==> config.mk <==
export PLATFORM = sky130hd
export DESIGN_NAME = fifo_uart_tx_flat
export DESIGN_NICKNAME = d
export VERILOG_FILES = /design/src/rtl/fifo_uart_tx_pkg.sv /design/src/rtl/fifo_uart_tx_if.sv /design/src/rtl/fifo_uart_tx_baud_cnt.sv /design/src/rtl/fifo_uart_tx.sv /design/src/flat_wrapper.sv
export SDC_FILE = /design/constraint.sdc
export NUM_CORES = 1
export LEC_CHECK = 0
export BUFFER_PORTS_ARGS = -buffer_cell sky130_fd_sc_hd__buf_2
export CAP_MARGIN = 20
export CORE_UTILIZATION = 45
export DETAILED_ROUTE_END_ITERATION = 12
export GPL_ROUTABILITY_DRIVEN = 0
export PLACE_DENSITY = 0.61
export SLEW_MARGIN = 20
export SYNTH_ARGS = -nofsm -noshare
export SYNTH_HDL_FRONTEND = slang
export SYNTH_HIERARCHICAL = 1
export SYNTH_SLANG_ARGS = --single-unit
==> constraint.sdc <==
create_clock -name clk -period 7.3 [get_ports clk]
set_clock_uncertainty 0.1 [all_clocks]
set_input_delay 0.365 -clock clk [delete_from_list [all_inputs] [get_ports clk]]
set_output_delay 0.365 -clock clk [all_outputs]
set_load 0.01 [all_outputs]
==> src/rtl/fifo_uart_tx_pkg.sv <==
// Shared types and constants for the FIFO-to-UART drain stage.
// Latency: n/a (types, constants and width helpers only).
// Backpressure: n/a.
package fifo_uart_pkg;

   typedef enum logic [2:0] {IDLE, FETCH, WAIT, START, DATA, STOP} state_t;

   localparam int DEF_DEPTH        = 10;
   localparam int DEF_DATA_W       = 8;
   localparam int DEF_CLKS_PER_BIT = 16;

   // Width needed to hold an occupancy of 0..depth.
   function automatic int occ_width(input int depth);
      return $clog2(depth + 1);
   endfunction

   // Width of a counter running 0..cpb-1; never narrower than one bit.
   function automatic int baud_width(input int cpb);
      return (cpb < 2) ? 1 : $clog2(cpb);
   endfunction

   localparam int OCC_W  = occ_width(DEF_DEPTH);
   localparam int BAUD_W = baud_width(DEF_CLKS_PER_BIT);

   // Line levels of the UART pin.
   localparam logic IDLE_LVL  = 1'b1;
   localparam logic START_LVL = 1'b0;

endpackage

==> src/rtl/fifo_uart_tx_if.sv <==
// Bundle between the FIFO read port, the FIFO write strobe tap and the TX pin.
// Latency: n/a (wires only).
// Backpressure: none; the drain stage paces reads by its shadow occupancy.
interface fifo_uart_tx_if
   import fifo_uart_pkg::*;
#(
   parameter int DEPTH  = DEF_DEPTH,
   parameter int DATA_W = DEF_DATA_W
);

   localparam int OCC_BITS = occ_width(DEPTH);

   logic                fifo_wr;
   logic                fifo_rd;
   logic [DATA_W-1:0]   fifo_dout;
   logic                tx;
   logic                busy;
   logic [OCC_BITS-1:0] occ;

   // FIFO / board side: drives the write tap and read data, observes the line.
   modport master (
      output fifo_wr, fifo_dout,
      input  fifo_rd, tx, busy, occ
   );

   // Drain stage side.
   modport slave (
      input  fifo_wr, fifo_dout,
      output fifo_rd, tx, busy, occ
   );

endinterface

==> src/rtl/fifo_uart_tx_baud_cnt.sv <==
// Bit-period counter: counts 0..CLKS_PER_BIT-1 and flags the terminal count.
// Latency: bit_done is combinational from the count register.
// Backpressure: none; clr restarts the period on every FSM state entry.
module fifo_uart_baud_cnt
   import fifo_uart_pkg::*;
#(
   parameter int CLKS_PER_BIT = DEF_CLKS_PER_BIT
) (
   input  logic clk,
   input  logic rst,
   input  logic en,
   input  logic clr,
   output logic bit_done
);

   localparam int                  CNT_BITS = baud_width(CLKS_PER_BIT);
   localparam logic [CNT_BITS-1:0] LAST     = CNT_BITS'(CLKS_PER_BIT - 1);

   logic [CNT_BITS-1:0] cnt_q;

   assign bit_done = en && (cnt_q == LAST);

   // Advance within the current bit; restart on state entry, at terminal count and while not serialising.
   always_ff @(posedge clk or posedge rst) begin
      if (rst) begin
         cnt_q <= '0;
      end else if (clr || !en || bit_done) begin
         cnt_q <= '0;
      end else begin
         cnt_q <= cnt_q + CNT_BITS'(1);
      end
   end

endmodule

==> src/rtl/fifo_uart_tx.sv <==
// Drains the byte FIFO and serialises each byte as an 8N1 UART frame, LSB first.
// Latency: fifo_wr to start-bit edge is 4 cycles; each frame is (DATA_W+2)*CLKS_PER_BIT cycles.
// Backpressure: pops only while shadow occupancy is non-zero; writes seen at full are not counted.
module fifo_uart_tx
   import fifo_uart_pkg::*;
#(
   parameter int DEPTH        = DEF_DEPTH,
   parameter int DATA_W       = DEF_DATA_W,
   parameter int CLKS_PER_BIT = DEF_CLKS_PER_BIT
) (
   input logic           clk,
   input logic           rst,
   fifo_uart_tx_if.slave bus
);

   localparam int OCC_BITS = occ_width(DEPTH);
   localparam int IDX_BITS = (DATA_W > 1) ? $clog2(DATA_W) : 1;

   state_t              state_q, state_d;
   logic [OCC_BITS-1:0] occ_q;
   logic [DATA_W-1:0]   shift_q, shift_d;
   logic [IDX_BITS-1:0] idx_q, idx_d;
   logic                tx_q, tx_d;
   logic                rd;
   logic                wr_eff;
   logic                bit_done;
   logic                baud_en;
   logic                baud_clr;

   // The FIFO drops writes while full, so only writes landing below DEPTH are counted.
   assign rd       = (state_q == FETCH);
   assign wr_eff   = bus.fifo_wr && (occ_q < OCC_BITS'(DEPTH));
   assign baud_en  = (state_q == START) || (state_q == DATA) || (state_q == STOP);
   assign baud_clr = (state_d != state_q);

   fifo_uart_baud_cnt #(
      .CLKS_PER_BIT (CLKS_PER_BIT)
   ) u_baud (
      .clk      (clk),
      .rst      (rst),
      .en       (baud_en),
      .clr      (baud_clr),
      .bit_done (bit_done)
   );

   // Shadow occupancy: +1 per counted write, -1 per read, unchanged when both coincide.
   always_ff @(posedge clk or posedge rst) begin
      if (rst) begin
         occ_q <= '0;
      end else if (wr_eff && !rd) begin
         occ_q <= occ_q + OCC_BITS'(1);
      end else if (!wr_eff && rd) begin
         occ_q <= occ_q - OCC_BITS'(1);
      end
   end

   // FSM state, shift register, bit index and the registered line level.
   always_ff @(posedge clk or posedge rst) begin
      if (rst) begin
         state_q <= IDLE;
         shift_q <= '0;
         idx_q   <= '0;
         tx_q    <= IDLE_LVL;
      end else begin
         state_q <= state_d;
         shift_q <= shift_d;
         idx_q   <= idx_d;
         tx_q    <= tx_d;
      end
   end

   // Next state and datapath; tx is computed for the state being entered so the pin tracks the state.
   always_comb begin
      state_d = state_q;
      shift_d = shift_q;
      idx_d   = idx_q;
      tx_d    = IDLE_LVL;

      case (state_q)
         IDLE: begin
            if (occ_q != '0) state_d = FETCH;
         end
         FETCH: begin
            state_d = WAIT;
         end
         WAIT: begin
            // Read data is registered in the FIFO and valid one cycle after the strobe.
            shift_d = bus.fifo_dout;
            state_d = START;
         end
         START: begin
            if (bit_done) begin
               state_d = DATA;
               idx_d   = '0;
            end
         end
         DATA: begin
            if (bit_done) begin
               shift_d = shift_q >> 1;
               if (idx_q == IDX_BITS'(DATA_W - 1)) begin
                  state_d = STOP;
                  idx_d   = '0;
               end else begin
                  idx_d = idx_q + IDX_BITS'(1);
               end
            end
         end
         STOP: begin
            if (bit_done) state_d = (occ_q != '0) ? FETCH : IDLE;
         end
         default: begin
            state_d = IDLE;
         end
      endcase

      case (state_d)
         START:   tx_d = START_LVL;
         DATA:    tx_d = shift_d[0];
         default: tx_d = IDLE_LVL;
      endcase
   end

   assign bus.fifo_rd = rd;
   assign bus.tx      = tx_q;
   assign bus.busy    = (state_q != IDLE);
   assign bus.occ     = occ_q;

endmodule

==> src/flat_wrapper.sv <==
// flat-port wrapper written by rule: the top's interface ports become plain ports
module fifo_uart_tx_flat import fifo_uart_pkg::*;
#(
   parameter int DEPTH        = DEF_DEPTH,
   parameter int DATA_W       = DEF_DATA_W,
   parameter int CLKS_PER_BIT = DEF_CLKS_PER_BIT
)
  (clk, rst, bus_fifo_wr, bus_fifo_dout, bus_fifo_rd, bus_tx, bus_busy, bus_occ);
  fifo_uart_tx_if #(.DEPTH(DEPTH), .DATA_W(DATA_W)) bus_i ();
  input logic clk;
  input logic rst;
  input wire logic [$bits(bus_i.fifo_wr)-1:0] bus_fifo_wr;
  input wire logic [$bits(bus_i.fifo_dout)-1:0] bus_fifo_dout;
  output wire logic [$bits(bus_i.fifo_rd)-1:0] bus_fifo_rd;
  output wire logic [$bits(bus_i.tx)-1:0] bus_tx;
  output wire logic [$bits(bus_i.busy)-1:0] bus_busy;
  output wire logic [$bits(bus_i.occ)-1:0] bus_occ;
  assign bus_i.fifo_wr = bus_fifo_wr;
  assign bus_i.fifo_dout = bus_fifo_dout;
  assign bus_fifo_rd = bus_i.fifo_rd;
  assign bus_tx = bus_i.tx;
  assign bus_busy = bus_i.busy;
  assign bus_occ = bus_i.occ;
  fifo_uart_tx #(.DEPTH(DEPTH), .DATA_W(DATA_W), .CLKS_PER_BIT(CLKS_PER_BIT)) u_core (.clk(clk), .rst(rst), .bus(bus_i));
endmodule
==> impl_metrics.xml, run 1 <==
<?xml version="1.0" encoding="UTF-8"?>
<metrics>
  <group name="outcome">
    <metric name="run_status" unit="">finished, final reports clean</metric>
  </group>
  <group name="critical_path">
    <metric name="critical_path_class" unit="">reg -&gt; reg</metric>
    <metric name="worstPathMaxFanout" unit="">18</metric>
    <metric name="endpoint_kind" unit="">flip-flop</metric>
    <metric name="worstPathRequired" unit="ns">7.42</metric>
    <metric name="worst_r2r_path_depth" unit="">9</metric>
    <metric name="critPathArrivalTime" unit="ns">2.85</metric>
    <metric name="critical_path.startpoint_type" unit="">flip-flop</metric>
  </group>
  <group name="timing">
    <metric name="slew_headroom" unit="">0.523</metric>
    <metric name="timing.fmax" unit="MHz">366</metric>
    <metric name="tightest_slew" unit="ns">0.715</metric>
    <metric name="layout_worst_path_cycle_share" unit="">0.374</metric>
    <metric name="fin_worst_hold_slack" unit="ns">0.167</metric>
    <metric name="unrepaired_setup_endpoints_after_global_routing" unit="">false</metric>
    <metric name="timing_max_transition_violations_final" unit="">0</metric>
    <metric name="totalNegativeSetupSlack" unit="ns">0</metric>
    <metric name="hold_viol_final" unit="">0</metric>
    <metric name="final_setup_violation_count" unit="">0</metric>
    <metric name="period_minus_slack" unit="ns">2.73</metric>
  </group>
  <group name="detailed_routing">
    <metric name="wirelength" unit="µm">2350</metric>
    <metric name="vias" unit="">966</metric>
    <metric name="drt_drc_violations_left" unit="">0</metric>
    <metric name="drt-vias-per-instance" unit="">5.52</metric>
    <metric name="antenna_violating_nets_left" unit="">0</metric>
    <metric name="firstDrtPassIters" unit="">4</metric>
    <metric name="post_drt_wl_per_cell" unit="µm">13.4</metric>
    <metric name="detail_route.iter0.violations" unit="">27</metric>
  </group>
  <group name="synth">
    <metric name="synth.lib_cells_used.distinct" unit="">43</metric>
    <metric name="yosysSeqAreaShare" unit="">0.439</metric>
    <metric name="postSynthRegisterBits" unit="">23</metric>
    <metric name="synth-async-reset-ratio" unit="">1.00</metric>
    <metric name="synthDominantCellAreaShare" unit="">0.419</metric>
    <metric name="yosysWarnings" unit="">6</metric>
    <metric name="postSynth.topFlopCell" unit="">dfrtp_1</metric>
    <metric name="synth-edff-count" unit="">0</metric>
    <metric name="post_synth_main_area_contributors" unit="">dfrtp_1, ha_1, a22oi_1, nand2_1, nor2_1</metric>
    <metric name="syn-num-nets" unit="">146</metric>
    <metric name="most_instantiated_cells_after_synthesis" unit="">dfrtp_1, nand2_1, nor2_1, a22oi_1</metric>
    <metric name="post-synth-top-area-cell" unit="">dfrtp_1</metric>
    <metric name="syn_area" unit="µm²">1310</metric>
    <metric name="syn-instance-count" unit="">128</metric>
    <metric name="postSynthAreaPerCell" unit="µm²">10.3</metric>
    <metric name="cell_with_the_most_instances_after_synthesis" unit="">dfrtp_1</metric>
  </group>
  <group name="global_routing">
    <metric name="track_usage" unit="">0.165</metric>
    <metric name="largest_net_degree_at_the_start_of_global_routing" unit="">20</metric>
    <metric name="grt_pass1_vias" unit="">940</metric>
    <metric name="global_route.overflow_total" unit="">0</metric>
    <metric name="wire_length_of_the_first_global_routing_pass" unit="µm">4080</metric>
    <metric name="grt_antenna_before_repair" unit="">0</metric>
  </group>
  <group name="clock_tree">
    <metric name="cts.path.max_buffers" unit="">2</metric>
    <metric name="numCtsBuffers" unit="">3</metric>
    <metric name="ctsResizeCount" unit="">0</metric>
    <metric name="cts_root_buf" unit="">clkbuf_4</metric>
    <metric name="cts.htree.levels" unit="">1</metric>
    <metric name="clk_pin_slew_worst_paths" unit="ns">0.13</metric>
    <metric name="clock_sinks" unit="">23</metric>
    <metric name="post-cts-setup-buffer-count" unit="">0</metric>
    <metric name="tritoncts_clock_tree" unit="">done</metric>
    <metric name="worstSkewPairLatency" unit="ns">0.31</metric>
    <metric name="hold_buffers" unit="">1</metric>
  </group>
  <group name="finish">
    <metric name="post_route_cells_drive_above_1_share" unit="">0.222</metric>
    <metric name="flow.area_growth_from_synthesis" unit="%">8.19</metric>
    <metric name="fillCellCount" unit="">277</metric>
    <metric name="num-nets-final" unit="">163</metric>
    <metric name="diodes" unit="">0</metric>
  </group>
  <group name="placement">
    <metric name="port_buffers" unit="">17</metric>
    <metric name="detailed_place_hpwl" unit="µm">1730</metric>
  </group>
  <group name="run">
    <metric name="maxCapViolCount" unit="">0</metric>
  </group>
  <group name="floorplanning">
    <metric name="die_area" unit="µm²">3140</metric>
    <metric name="die_height" unit="µm">56.0</metric>
    <metric name="initial_utilization" unit="">0.476</metric>
    <metric name="core-area" unit="µm²">2760</metric>
    <metric name="fp-row-count" unit="">19</metric>
    <metric name="io_pins" unit="">18</metric>
    <metric name="die_w" unit="µm">56.0</metric>
  </group>
  <group name="power_and_ir_drop">
    <metric name="p_leak" unit="µW">0.000633</metric>
    <metric name="ir_worst_vdd" unit="mV">0.112</metric>
    <metric name="power_per_cell_area" unit="nW/µm²">140</metric>
  </group>
  <group name="hold_path">
    <metric name="hold_path_depth" unit="">3</metric>
    <metric name="hp-class" unit="">in -&gt; reg</metric>
  </group>
</metrics>
==> power by group <==
group	internal [µW]	total, µW	switching (µW)	leakage (µW)
clock network	20.5	60.5	40.0	0.0000177
registers	130	131	1.07	0.000261
logic	3.51	8.05	4.54	0.000355
==> layer usage <==
metal	GRT usage	share of wire	vias up
met5	0	0	-
met4	0.0314	0.0038	0
met3	0.0535	0.043	2
met2	0.277	0.48	19
met1	0.209	0.48	461
li1	-	-	484
==> logic make-up after synthesis <==
family / count (synthesis) / synth area share
mux: 4 / 0.0324
simple gates: 50 / 0.219
fa+ha+maj: 7 / 0.0724
flops: 23 / 0.439
buf+inv: 11 / 0.0552
xor+xnor: 5 / 0.0333
compound gates: 28 / 0.149
==> state kept, by name (all words and copies together) (netlist names) <==
name,count
u_core/u_baud/cnt_q,4
u_core/idx_q,3
u_core/shift_q,8
u_core/bus.occ,4
u_core/state_q,3
u_core/bus.tx,1
==> cell type report <==
cell class	instances	area [µm²]	share of cell area
timing repair buffer	18	95.1	0.0669
inverter	5	18.8	0.0132
clock inverter	1	5.00	0.00352
tap	31	38.8	0.0273
clock buffer	3	22.5	0.0158
multi-input combinational	94	664	0.467
sequential	23	577	0.406
==> worst max-delay path, cell delays in order (launching register included) <==
cell,delay (ns)
dfrtp_1,0.71
or2b_2,0.36
o21ai_0,0.17
and4_1,0.47
o21ai_0,0.16
a22oi_1,0.16
o32a_1,0.18
nand2b_4,0.12
a31o_1,0.14
nor2_1,0.06
==> per-stage QoR <==
stage               setup WS (ns)   util  instance area (µm²)  power (µW)  instances
global placement             4.68  0.502                 1380         141        170
finish                       4.57  0.515                 1420         199        175
detailed placement           4.60  0.502                 1380         141        170
CTS                          4.58  0.515                 1420         202        175
floorplan                    4.81      -                 1310         137        128
global route                 4.40  0.515                 1420         208        175
==> final timing paths <==
kind | to | start | slack [ns]
max | u_core/u_baud/cnt_q[3]$_DFF_PP0_ | u_core/state_q[2]$_DFF_PP0_ | 4.57
min in group asynchronous | u_core/u_baud/cnt_q[0]$_DFF_PP0_ | rst | 0.36
max reg2reg | u_core/u_baud/cnt_q[3]$_DFF_PP0_ | u_core/state_q[2]$_DFF_PP0_ | 4.57
max in group asynchronous | u_core/bus.occ[3]$_DFFE_PP0P_ | rst | 6.05
min | u_core/shift_q[3]$_DFFE_PP0P_ | bus_fifo_dout[3] | 0.17
min reg2reg | u_core/u_baud/cnt_q[0]$_DFF_PP0_ | u_core/u_baud/cnt_q[0]$_DFF_PP0_ | 0.38
==> layout by cell type (no fill, tap or decap), types with 2 or more instances in the layout <==
cell,n
a21oi_1,6
dfrtp_1,22
o22ai_1,2
a22oi_1,8
xnor2_1,4
buf_2,17
and2_1,2
ha_1,6
a21o_1,2
inv_1,5
mux2_2,2
nand3_1,2
nor3_1,2
mux2i_1,2
nor2_1,11
nand2_1,15
clkbuf_4,3
o21ai_0,5
nand3b_1,3
(Power assumes the default switching activity.)
==> run 2: changes to the inputs <==
clock period = 2.81 ns   (was 7.3 ns; I/O delays follow)
==> run 2 against run 1 <==
First-iteration DRC count up 110%. Sequential power grew to 2.6 times the previous value. Die area unchanged. Clock power grew 140%. Global-route usage up 0.66 points. Fmax increased by 6.4%. Combinational power increased to 3.7 times the previous value. Final cell count up 6.9%. Critical endpoint is now u_core/bus.occ[3]$_DFFE_PP0P_. Largest cell class unchanged.
==> impl_metrics.xml, run 2 (synthesis gave the netlist of run 1 again) <==
<?xml version="1.0" encoding="UTF-8"?>
<metrics>
  <group name="timing">
    <metric name="timing_max_transition_violations_final" unit="">0</metric>
    <metric name="slew_headroom" unit="">0.514</metric>
    <metric name="totalNegativeSetupSlack" unit="ns">0</metric>
    <metric name="final_setup_violation_count" unit="">0</metric>
    <metric name="unrepaired_setup_endpoints_after_global_routing" unit="">false</metric>
    <metric name="hold_viol_final" unit="">0</metric>
    <metric name="tightest_slew" unit="ns">0.729</metric>
    <metric name="timing.fmax" unit="MHz">389</metric>
    <metric name="period_minus_slack" unit="ns">2.57</metric>
    <metric name="layout_worst_path_cycle_share" unit="">0.914</metric>
  </group>
  <group name="clock_tree">
    <metric name="cts.path.max_buffers" unit="">2</metric>
    <metric name="worstSkewPairLatency" unit="ns">0.30</metric>
    <metric name="clock_sinks" unit="">23</metric>
    <metric name="tritoncts_clock_tree" unit="">done</metric>
    <metric name="numCtsBuffers" unit="">3</metric>
    <metric name="clk_pin_slew_worst_paths" unit="ns">0.12</metric>
    <metric name="cts_root_buf" unit="">clkbuf_4</metric>
    <metric name="cts.htree.levels" unit="">1</metric>
  </group>
  <group name="detailed_routing">
    <metric name="drt-vias-per-instance" unit="">5.37</metric>
    <metric name="firstDrtPassIters" unit="">4</metric>
    <metric name="drt_drc_violations_left" unit="">0</metric>
    <metric name="vias" unit="">1004</metric>
    <metric name="post_drt_wl_per_cell" unit="µm">13.0</metric>
    <metric name="wirelength" unit="µm">2430</metric>
    <metric name="antenna_violating_nets_left" unit="">0</metric>
    <metric name="detail_route.iter0.violations" unit="">56</metric>
  </group>
  <group name="critical_path">
    <metric name="critical_path.startpoint_type" unit="">flip-flop</metric>
    <metric name="crit_family" unit="">flip-flops</metric>
    <metric name="critical_path_class" unit="">reg -&gt; reg</metric>
    <metric name="path_common_cell" unit="">ha_1</metric>
    <metric name="cp_slowest_cell" unit="">dfrtp_1</metric>
    <metric name="critPathArrivalTime" unit="ns">2.70</metric>
    <metric name="path_cells" unit="">or3b_2 -&gt; ha_1 -&gt; inv_1 -&gt; ha_1 -&gt; a21o_1 -&gt; a21oi_1 -&gt; mux2i_1 -&gt; xnor2_1</metric>
    <metric name="max_stage_delay" unit="ns">0.53</metric>
    <metric name="worstPathMaxFanout" unit="">15</metric>
    <metric name="endpoint_kind" unit="">flip-flop</metric>
    <metric name="worstPathRequired" unit="ns">2.95</metric>
    <metric name="cp_num_buf_inv" unit="">1</metric>
  </group>
  <group name="finish">
    <metric name="final_common_cell" unit="">dfrtp_1</metric>
    <metric name="post_route_cells_drive_above_1_share" unit="">0.231</metric>
    <metric name="num-nets-final" unit="">175</metric>
    <metric name="largest_register_ffs" unit="">8</metric>
    <metric name="flow.area_growth_from_synthesis" unit="%">16.6</metric>
    <metric name="diodes" unit="">0</metric>
    <metric name="registers.top_by_ff_count" unit="">u_core/shift_q</metric>
    <metric name="commonest_cells_after_routing_fill_and_taps_aside" unit="">dfrtp_1, buf_2, nand2_1, nor2_1, dlygate4sd3_1</metric>
    <metric name="layout.core_utilization" unit="">0.555</metric>
  </group>
  <group name="floorplanning">
    <metric name="die_w" unit="µm">56.0</metric>
    <metric name="die_area" unit="µm²">3140</metric>
    <metric name="io_pins" unit="">18</metric>
    <metric name="fp-row-count" unit="">19</metric>
    <metric name="initial_utilization" unit="">0.476</metric>
    <metric name="core-area" unit="µm²">2760</metric>
    <metric name="die_height" unit="µm">56.0</metric>
  </group>
  <group name="placement">
    <metric name="port_buffers" unit="">17</metric>
    <metric name="detailed_place_hpwl" unit="µm">1750</metric>
  </group>
  <group name="power_and_ir_drop">
    <metric name="power_per_cell_area" unit="nW/µm²">338</metric>
    <metric name="ir_worst_vdd" unit="mV">0.304</metric>
    <metric name="p_leak" unit="µW">0.000686</metric>
  </group>
  <group name="global_routing">
    <metric name="wire_length_of_the_first_global_routing_pass" unit="µm">4270</metric>
    <metric name="track_usage" unit="">0.171</metric>
    <metric name="largest_net_degree_at_the_start_of_global_routing" unit="">20</metric>
    <metric name="global_route.overflow_total" unit="">0</metric>
    <metric name="grt_pass1_vias" unit="">1007</metric>
    <metric name="grt_antenna_before_repair" unit="">0</metric>
  </group>
  <group name="outcome">
    <metric name="run_status" unit="">finished, final reports clean</metric>
  </group>
  <group name="hold_path">
    <metric name="hp-class" unit="">in -&gt; async</metric>
  </group>
  <group name="run">
    <metric name="maxCapViolCount" unit="">0</metric>
  </group>
</metrics>
run 2: cell count changes in the layout (fill, tap and decap cells not counted), sizes merged:
cell	delta
buf	+4
dlygate4sd3	+8
run 2: worst min-delay path, cell delays in order:
cell	delay (ns)
dlygate4sd3_1	0.53
buf_2	0.12
inv_1	0.14
run 2: per-layer routing:
metal / track usage / vias to the layer above / wire, µm
met1: 0.220 / 476 / 1190
li1: - / 511 / -
met4: 0.0941 / 0 / 16
met2: 0.274 / 15 / 1160
met3: 0.0302 / 2 / 66
met5: 0 / - / 0
run 2: repair_timing:
item	4_1_cts	5_1_grt
hold buffers	9	0
setup endpoints to repair	0	0
resized for setup	0	0
setup buffers	0	0
hold endpoints to repair	30	0
run 2: final timing paths:
kind / depth (start not counted) / slack [ns] / end / start
worst min-delay path: 3 / 0.16 / u_core/u_baud/cnt_q[1]$_DFF_PP0_ / rst
worst min register to register: 1 / 0.37 / u_core/u_baud/cnt_q[0]$_DFF_PP0_ / u_core/u_baud/cnt_q[0]$_DFF_PP0_
worst max register to register: 8 / 0.24 / u_core/bus.occ[3]$_DFFE_PP0P_ / u_core/state_q[1]$_DFF_PP0_
min in group clk: 4 / 0.31 / u_core/bus.occ[0]$_DFFE_PP0P_ / bus_fifo_wr
worst max-delay path: 8 / 0.24 / u_core/bus.occ[3]$_DFFE_PP0P_ / u_core/state_q[1]$_DFF_PP0_
max in group asynchronous: 3 / 1.76 / u_core/state_q[1]$_DFF_PP0_ / rst
run 2: where the power goes:
part,leakage (µW),internal (µW),switching [µW]
sequential,0.000261,337,2.73
combinational,0.000407,16.3,13.4
clock,0.0000177,53.0,95.0
run 2: cell type report:
cell class | instances | area, µm²
inverter | 5 | 18.8
sequential | 23 | 577
fill | 254 | 1230
timing repair buffer | 30 | 205
clock inverter | 1 | 5.00
clock buffer | 3 | 22.5
tap | 31 | 38.8
multi-input combinational | 94 | 664
run 2: stage by stage:
stage	setup slack [ns]	area [µm²]	hold slack, ns	power [µW]	instances
6_report	0.242	1530	0.157	518	187
5_1_grt	0.131	1530	0.147	545	187
4_1_cts	0.272	1530	0.147	527	187
3_5_place_dp	0.306	1410	-0.0542	367	174
3_3_place_gp	0.386	1410	-0.0628	366	174
2_1_floorplan	0.325	1310	-0.193	356	128
